==> config.mk <==
export PLATFORM = sky130hd
export DESIGN_NAME = module_uart_rx
export DESIGN_NICKNAME = d
export VERILOG_FILES = /design/src/rtl/uart_pkg.sv /design/src/rtl/module_sync_2ff.sv /design/src/rtl/module_uart_rx.sv
export SDC_FILE = /design/constraint.sdc
export NUM_CORES = 1
export LEC_CHECK = 0
export ABC_CLOCK_PERIOD_IN_PS = 2350
export CORE_MARGIN = 2
export CORE_UTILIZATION = 41
export DETAILED_ROUTE_END_ITERATION = 10
export DONT_BUFFER_PORTS = 1
export GPL_TIMING_DRIVEN = 0
export HOLD_SLACK_MARGIN = 0.05
export SLEW_MARGIN = 25
export SYNTH_ARGS = -nofsm -noshare
export SYNTH_HDL_FRONTEND = slang
export SYNTH_HIERARCHICAL = 1
export SYNTH_SLANG_ARGS = --single-unit
==> constraint.sdc <==
create_clock -name clk_i -period 2.35 [get_ports clk_i]
set_input_delay 0.1175 -clock clk_i [delete_from_list [all_inputs] [get_ports clk_i]]
set_output_delay 0.1175 -clock clk_i [all_outputs]
set_load 0.005 [all_outputs]
==> src/rtl/uart_pkg.sv <==
// Shared UART definitions: FSM state encoding, frame width and default bit timing.
// Used by both the receive and transmit data paths.
package uart_pkg;

  typedef enum logic [1:0] {
    IDLE,
    START,
    DATA,
    STOP
  } uart_rx_state_t;

  localparam int unsigned DATA_BITS = 8;
  // 10 MHz system clock at 9600 baud
  localparam int unsigned DEFAULT_CLKS_PER_BIT = 1042;

endpackage

==> src/rtl/module_sync_2ff.sv <==
// Two-flop synchroniser for a single asynchronous input pin.
// Both flops take RESET_VAL on reset, so an idle-high line reads idle straight out of reset.
module module_sync_2ff #(
  parameter logic RESET_VAL = 1'b1
) (
  input  logic clk,
  input  logic rst_n,
  input  logic d,
  output logic q
);

  logic meta_q;
  logic sync_q;

  always_ff @(posedge clk or negedge rst_n) begin
    if (!rst_n) begin
      meta_q <= RESET_VAL;
      sync_q <= RESET_VAL;
    end else begin
      meta_q <= d;
      sync_q <= meta_q;
    end
  end

  assign q = sync_q;

endmodule

==> src/rtl/module_uart_rx.sv <==
// 8N1 UART receiver: mid-bit sampling, LSB first, with sticky valid/framing/overrun flags
// that hold until the host acknowledges with rd_i.
module module_uart_rx
  import uart_pkg::*;
#(
  parameter int unsigned CLKS_PER_BIT = DEFAULT_CLKS_PER_BIT
) (
  input  logic                 clk_i,
  input  logic                 rst_n_i,
  input  logic                 rx_i,
  input  logic                 rd_i,
  output logic [DATA_BITS-1:0] data_o,
  output logic                 rx_valid_o,
  output logic                 frame_err_o,
  output logic                 overrun_o,
  output logic                 busy_o
);

  localparam int unsigned CNT_W = $clog2(CLKS_PER_BIT);
  localparam logic [CNT_W-1:0] HALF_LAST = CNT_W'(CLKS_PER_BIT / 2 - 1);
  localparam logic [CNT_W-1:0] BIT_LAST  = CNT_W'(CLKS_PER_BIT - 1);
  localparam logic [2:0]       IDX_LAST  = 3'(DATA_BITS - 1);

  logic rx_s;

  uart_rx_state_t       state_q, state_d;
  logic [CNT_W-1:0]     cnt_q, cnt_d;
  logic [2:0]           bit_idx_q, bit_idx_d;
  logic [DATA_BITS-1:0] shift_q, shift_d;
  logic [DATA_BITS-1:0] data_q, data_d;
  logic                 valid_q, valid_d;
  logic                 ferr_q, ferr_d;
  logic                 ovr_q, ovr_d;

  module_sync_2ff #(
    .RESET_VAL(1'b1)
  ) u_sync_rx (
    .clk  (clk_i),
    .rst_n(rst_n_i),
    .d    (rx_i),
    .q    (rx_s)
  );

  always_ff @(posedge clk_i or negedge rst_n_i) begin
    if (!rst_n_i) begin
      state_q   <= IDLE;
      cnt_q     <= '0;
      bit_idx_q <= '0;
      shift_q   <= '0;
      data_q    <= '0;
      valid_q   <= 1'b0;
      ferr_q    <= 1'b0;
      ovr_q     <= 1'b0;
    end else begin
      state_q   <= state_d;
      cnt_q     <= cnt_d;
      bit_idx_q <= bit_idx_d;
      shift_q   <= shift_d;
      data_q    <= data_d;
      valid_q   <= valid_d;
      ferr_q    <= ferr_d;
      ovr_q     <= ovr_d;
    end
  end

  always_comb begin
    state_d   = state_q;
    cnt_d     = cnt_q;
    bit_idx_d = bit_idx_q;
    shift_d   = shift_q;
    data_d    = data_q;
    valid_d   = valid_q;
    ferr_d    = ferr_q;
    ovr_d     = ovr_q;

    // Acknowledge clears first so that a same-cycle completion below overrides it.
    if (rd_i) begin
      valid_d = 1'b0;
      ferr_d  = 1'b0;
      ovr_d   = 1'b0;
    end

    unique case (state_q)
      IDLE: begin
        if (!rx_s) begin
          state_d = START;
          cnt_d   = '0;
        end
      end
      START: begin
        if (cnt_q == HALF_LAST) begin
          cnt_d = '0;
          if (!rx_s) begin
            state_d   = DATA;
            bit_idx_d = '0;
          end else begin
            state_d = IDLE;
          end
        end else begin
          cnt_d = cnt_q + CNT_W'(1);
        end
      end
      DATA: begin
        if (cnt_q == BIT_LAST) begin
          cnt_d            = '0;
          shift_d[bit_idx_q] = rx_s;
          if (bit_idx_q == IDX_LAST) begin
            state_d = STOP;
          end else begin
            bit_idx_d = bit_idx_q + 3'd1;
          end
        end else begin
          cnt_d = cnt_q + CNT_W'(1);
        end
      end
      STOP: begin
        if (cnt_q == BIT_LAST) begin
          cnt_d   = '0;
          state_d = IDLE;
          if (rx_s) begin
            data_d  = shift_q;
            valid_d = 1'b1;
            if (valid_q && !rd_i) begin
              ovr_d = 1'b1;
            end
          end else begin
            ferr_d = 1'b1;
          end
        end else begin
          cnt_d = cnt_q + CNT_W'(1);
        end
      end
      default: state_d = IDLE;
    endcase
  end

  assign data_o      = data_q;
  assign rx_valid_o  = valid_q;
  assign frame_err_o = ferr_q;
  assign overrun_o   = ovr_q;
  assign busy_o      = (state_q != IDLE);

endmodule
Yosys cells after proc, flatten, opt, wreduce, memory -nomap -nowiden
Index checks and enable logic that the tools add are counted.
Cells by class
  order comparisons: 2
  add/subtract/negate cells: 2
  equality and inequality tests: 13
  reductions and logical operators: 11
  multiplexer cells: 32
Operators with widths (number)
  $mux 11: 3
  $pmux 11 s3: 1
  $mux 1: 14
  $ne 2x2->1 const B: 7
  $mux 2: 6
  $mux 3: 4
  $add 11x1->11 const B: 1
  $eq 11x10->1 const B: 1
  $eq 11x11->1 const B: 1
  $reduce_and 5->1: 2
  $bwmux 8: 1
  $pmux 2 s4: 1
  $pmux 3 s2: 1
  $eq 2x2->1 const B: 2
  $lt 3x4->1 const B: 1
  $reduce_bool 2->1: 2
  $add 3x1->3 const B: 1
  $demux 1 s3: 1
  $eq 3x3->1 const B: 1
  $ge 3x1->1 const B: 1
  $reduce_and 3->1: 1
  $eq 2x1->1 const B: 1
  $logic_and 1x1->1: 2
  $logic_not 2->1: 1
  3 further kinds: 3
Word-level totals
  output and inout bits: 12
  input bits: 4
  logic and storage cells: 70
  register bits: 37

Logic depth before layout (Yosys ltp)
  depth in word-level cells: 6
  depth in mapped cells: 8
  mapped depth without buffers: 6

Hierarchy
Netlist, hierarchy kept.
Modules (own cells, without submodules)
  module_uart_rx: cells an instance 181, seq. area each 875.8 µm², area each 1903.1 µm², times used 1
  module_sync_2ff: cells an instance 2, seq. area each 52.6 µm², area each 52.6 µm², times used 1

Worst setup path after synthesis
Ideal clock, no wire load.
  path kind: reg2reg
  start: register bit_idx_q[1]
  end: register bit_idx_q[0]
  period minus slack after synthesis: 1.961 ns
  setup time: 0.128 ns
  path buffers: 0
  arrival time: 1.834 ns
  stages on the path, launching flop included: 6
  required time: 2.222 ns
  slack: 0.389 ns
  cell sequence: dfrtp_1 -> ha_1 -> ha_1 -> or4_1 -> a21oi_2 -> mux2_1
Between the ends
  cells in the longest elaborated chain, start to end: 3
RTL lines
  start: declaration: RTL line module_uart_rx.sv:28  | logic [2:0] bit_idx_q, bit_idx_d;
  start signal: assignment: RTL line module_uart_rx.sv:57  | bit_idx_q <= bit_idx_d;
  $eq 3x3->1: RTL line module_uart_rx.sv:107  | if (bit_idx_q == IDX_LAST) begin
  $ne 2x2->1 (no line)
  $reduce_and 5->1 (no line)
Every way passes these cells.
A chain may end at the register's enable or synchronous reset.

Worst setup path in the final report
  start: register cnt_q[2]
  end: register data_q[5] (netlist: data_o[5])
Between the ends
  cells in the longest elaborated chain, start to end: 2
RTL lines
  start: declaration: RTL line module_uart_rx.sv:27  | logic [CNT_W-1:0] cnt_q, cnt_d;
  start signal: assignment: RTL line module_uart_rx.sv:56  | cnt_q <= cnt_d;
  $eq 11x11->1: RTL line module_uart_rx.sv:117  | if (cnt_q == BIT_LAST) begin
  $reduce_and 3->1 (no line)
  end signal: assignment: RTL line module_uart_rx.sv:59  | data_q <= data_d;
  end: declaration: RTL line module_uart_rx.sv:30  | logic [DATA_BITS-1:0] data_q, data_d;
Every way passes these cells.

==> metrics.cfg <==
[clocking]
cts_made_buffers=5
cts_sinks=37
post_cts_buffers=0
clock_latency_ns=0.29
cts_tree=yes
ctsRootBufferMaster=clkbuf_8
cts_buffer_depth=2
cts.reportedPaths.clkPinSlew_ns=0.08
htree_levels=2

[detailed_routing]
wl_met1_um=1890
drt_iter0_drc=35
wl_met3_um=130
drtAntennaViolNets=0
wl_um=4053
met2WireLength_um=1952
first_pass_iters=4
wire_per_inst_um=16.28
dr.max_layer_used=met4
drc=0
vias=1458
via_per_inst=5.855

[layout]
fillCellCount=433
multi_input_area_um2=925.9
drive_above_1_share=0.2000
synthToLayoutAreaGrowth_pct=12.22
finalNetCount=203
n_antenna_cell=0
regArea_um2=928.4
final_cell_area_um2=2195

[sta]
timing.fmax_mhz=480.1
finalHoldViolations=0
grt_setup_unrepaired=false
tns_ns=0
period_share=0.8863
setup_viol=0
skew_ns=0.004324
tightest_slew_ns=0.4436
drv_slew=0
min_period_ns=2.083
slew_headroom=0.7043

[yosys]
yosys.area.top_type=dfrtp_1
synthDistinctLibCells=52
synth_top_area_share=0.4479
syn-num-nets=192
synth-edff-count=0
yosys_warnings=6
ys.flop_type=dfrtp_1
synth_common_cells=dfrtp_1 (35), nand2_1 (19), mux2_2 (13), inv_1 (10), nand3_1 (9)
synthCells=183
async_flop_share=1.000
yosysSeqAreaShare=0.4747
postSynthAreaPerCell_um2=10.69
yosysMostFrequentCell=dfrtp_1
synth.area.top_cells=dfrtp_1 (45%), mux2_2 (7.5%), nand2_1 (3.6%)
synth_area_um2=1956
ys_ff_latch=37

[status]
status=finished clean

[global_route]
grt_max_degree=38
grt_pass1_vias=1510
grt_pass1_wl_um=6934
grt_overflow=0
grt.total_usage=0.1700
grt_antenna_before_repair=0

[floorplan]
die_y_um=73.07
die_w_um=73.07
initial_core_util=0.4196
coreArea_um2=4661
dieArea_um2=5338
rows=25
io_pins=16

[place]
gp_congestion=0.8502
io_buffers=0
placedInstanceArea_um2=2023
dpl.hpwl_um=2907

[worst_setup_path]
cp_max_fo=9
crit_arrival_ns=2.26
crit_required_ns=2.53
crit_buf_inv=0
path_cells=nor4_4, nand4_1, nor2_2, mux2_2
cpPeakStageDelay_ns=0.50
startpoint_type=flip-flop
cp-end-kind=flip-flop
worstSetupPathType=reg -> reg
critPathTopFamily=simple AND/OR/NAND/NOR gates
crit_slowest_cell=dfrtp_1

[power_and_ir_drop]
ir_worst_vdd_mv=0.2047
powerDensity_nw_per_um2=565.9
leakage_nw=0.9173

[worst_hold_path]
min_path_type=in -> async

[job]
drv_cap=0

==> where the power goes <==
group	internal, W	switching [W]	leakage, nW
clock network	0.000345	0.000232	0.0574
registers	0.000639	0.000000400	0.495
logic	0.00000808	0.0000174	0.365
==> what timing repair did <==
action,4_1_cts,5_1_grt
endpoints found under the hold margin,41,0
setup endpoints to repair,0,1
resized for setup,0,2
hold buffers,4,0
==> kinds of logic after synthesis <==
family / count (synthesis) / synth area share
DFF: 37 / 0.4747
and+or+nand+nor: 65 / 0.1939
muxes: 17 / 0.09661
AOI/OAI and AO/OA: 39 / 0.1510
buffers and inverters: 20 / 0.05182
adders and majority gates: 5 / 0.03199
==> per-layer routing <==
metal	GRT usage	vias to the layer above
li1	-	695
met1	0.2037	726
met2	0.2893	28
met3	0.04144	9
met4	0.07202	0
met5	0	-
==> layout by cell type, fill, tap and decap left out, types with 2 or more instances in the layout <==
master / n
mux2_2: 13
clkbuf_8: 6
dlygate4sd3_1: 3
nand2b_1: 3
dfrtp_1: 35
a211o_1: 5
buf_6: 3
nor2b_1: 4
nand3_1: 9
inv_1: 10
clkbuf_2: 2
dfstp_2: 2
o211ai_1: 5
o21ai_0: 7
nand4_1: 5
nand2_1: 19
buf_2: 2
mux2_1: 2
mux2i_1: 2
nor3_1: 6
a21oi_1: 4
ha_1: 5
a31oi_1: 2
o31ai_1: 4
nor2_1: 4
clkbuf_1: 2
==> layout make-up <==
| type | instances | area share |
|---|---|---|
| plain buffers | 10 | 0.02965 |
| clock buffers | 6 | 0.03763 |
| clock inverters | 2 | 0.01710 |
| inverters | 10 | 0.01710 |
| multi-input cells | 126 | 0.4219 |
| flip-flops and latches | 37 | 0.4230 |
| well taps | 54 | 0.03079 |
| repair buffers | 4 | 0.02281 |
==> registers in the layout (all words and copies together) (netlist names), named ones only <==
signal,count
bit_idx_q,3
cnt_q,11
rx_valid_o,1
frame_err_o,1
data_o,8
u_sync_rx/q,1
state_q,1
shift_q,8
u_sync_rx/meta_q,1
overrun_o,1
==> path summary, 6_finish.rpt <==
check / slack [ns] / cells past startpoint / startpoint / to
worst max-delay path: 0.27 / 4 / cnt_q[2] / data_o[5]
worst min-delay path: 0.28 / 2 / rst_n_i / shift_q[4]
worst max register to register: 0.27 / 4 / cnt_q[2] / data_o[5]
worst min register to register: 0.36 / 0 / u_sync_rx/meta_q / u_sync_rx/q
max in group asynchronous: 1.82 / 2 / rst_n_i / u_sync_rx/meta_q
min in group clk_i: 0.36 / 0 / u_sync_rx/meta_q / u_sync_rx/q
==> through the flow <==
stage / cells / hold slack (ns) / total power [W] / setup WS [ns] / utilization
floorplan: 183 / -0.1781 / 0.0006560 / 0.3886 / -
global placement: 237 / -0.1772 / 0.0006575 / 0.2771 / 0.4341
detailed placement: 237 / -0.1773 / 0.0006576 / 0.2095 / 0.4341
CTS: 249 / 0.2785 / 0.001256 / 0.1949 / 0.4706
global route: 249 / 0.2866 / 0.001289 / 0.1426 / 0.4709
finish: 249 / 0.2824 / 0.001242 / 0.2671 / 0.4709
Note: power is estimated with default switching activity, not from simulation.
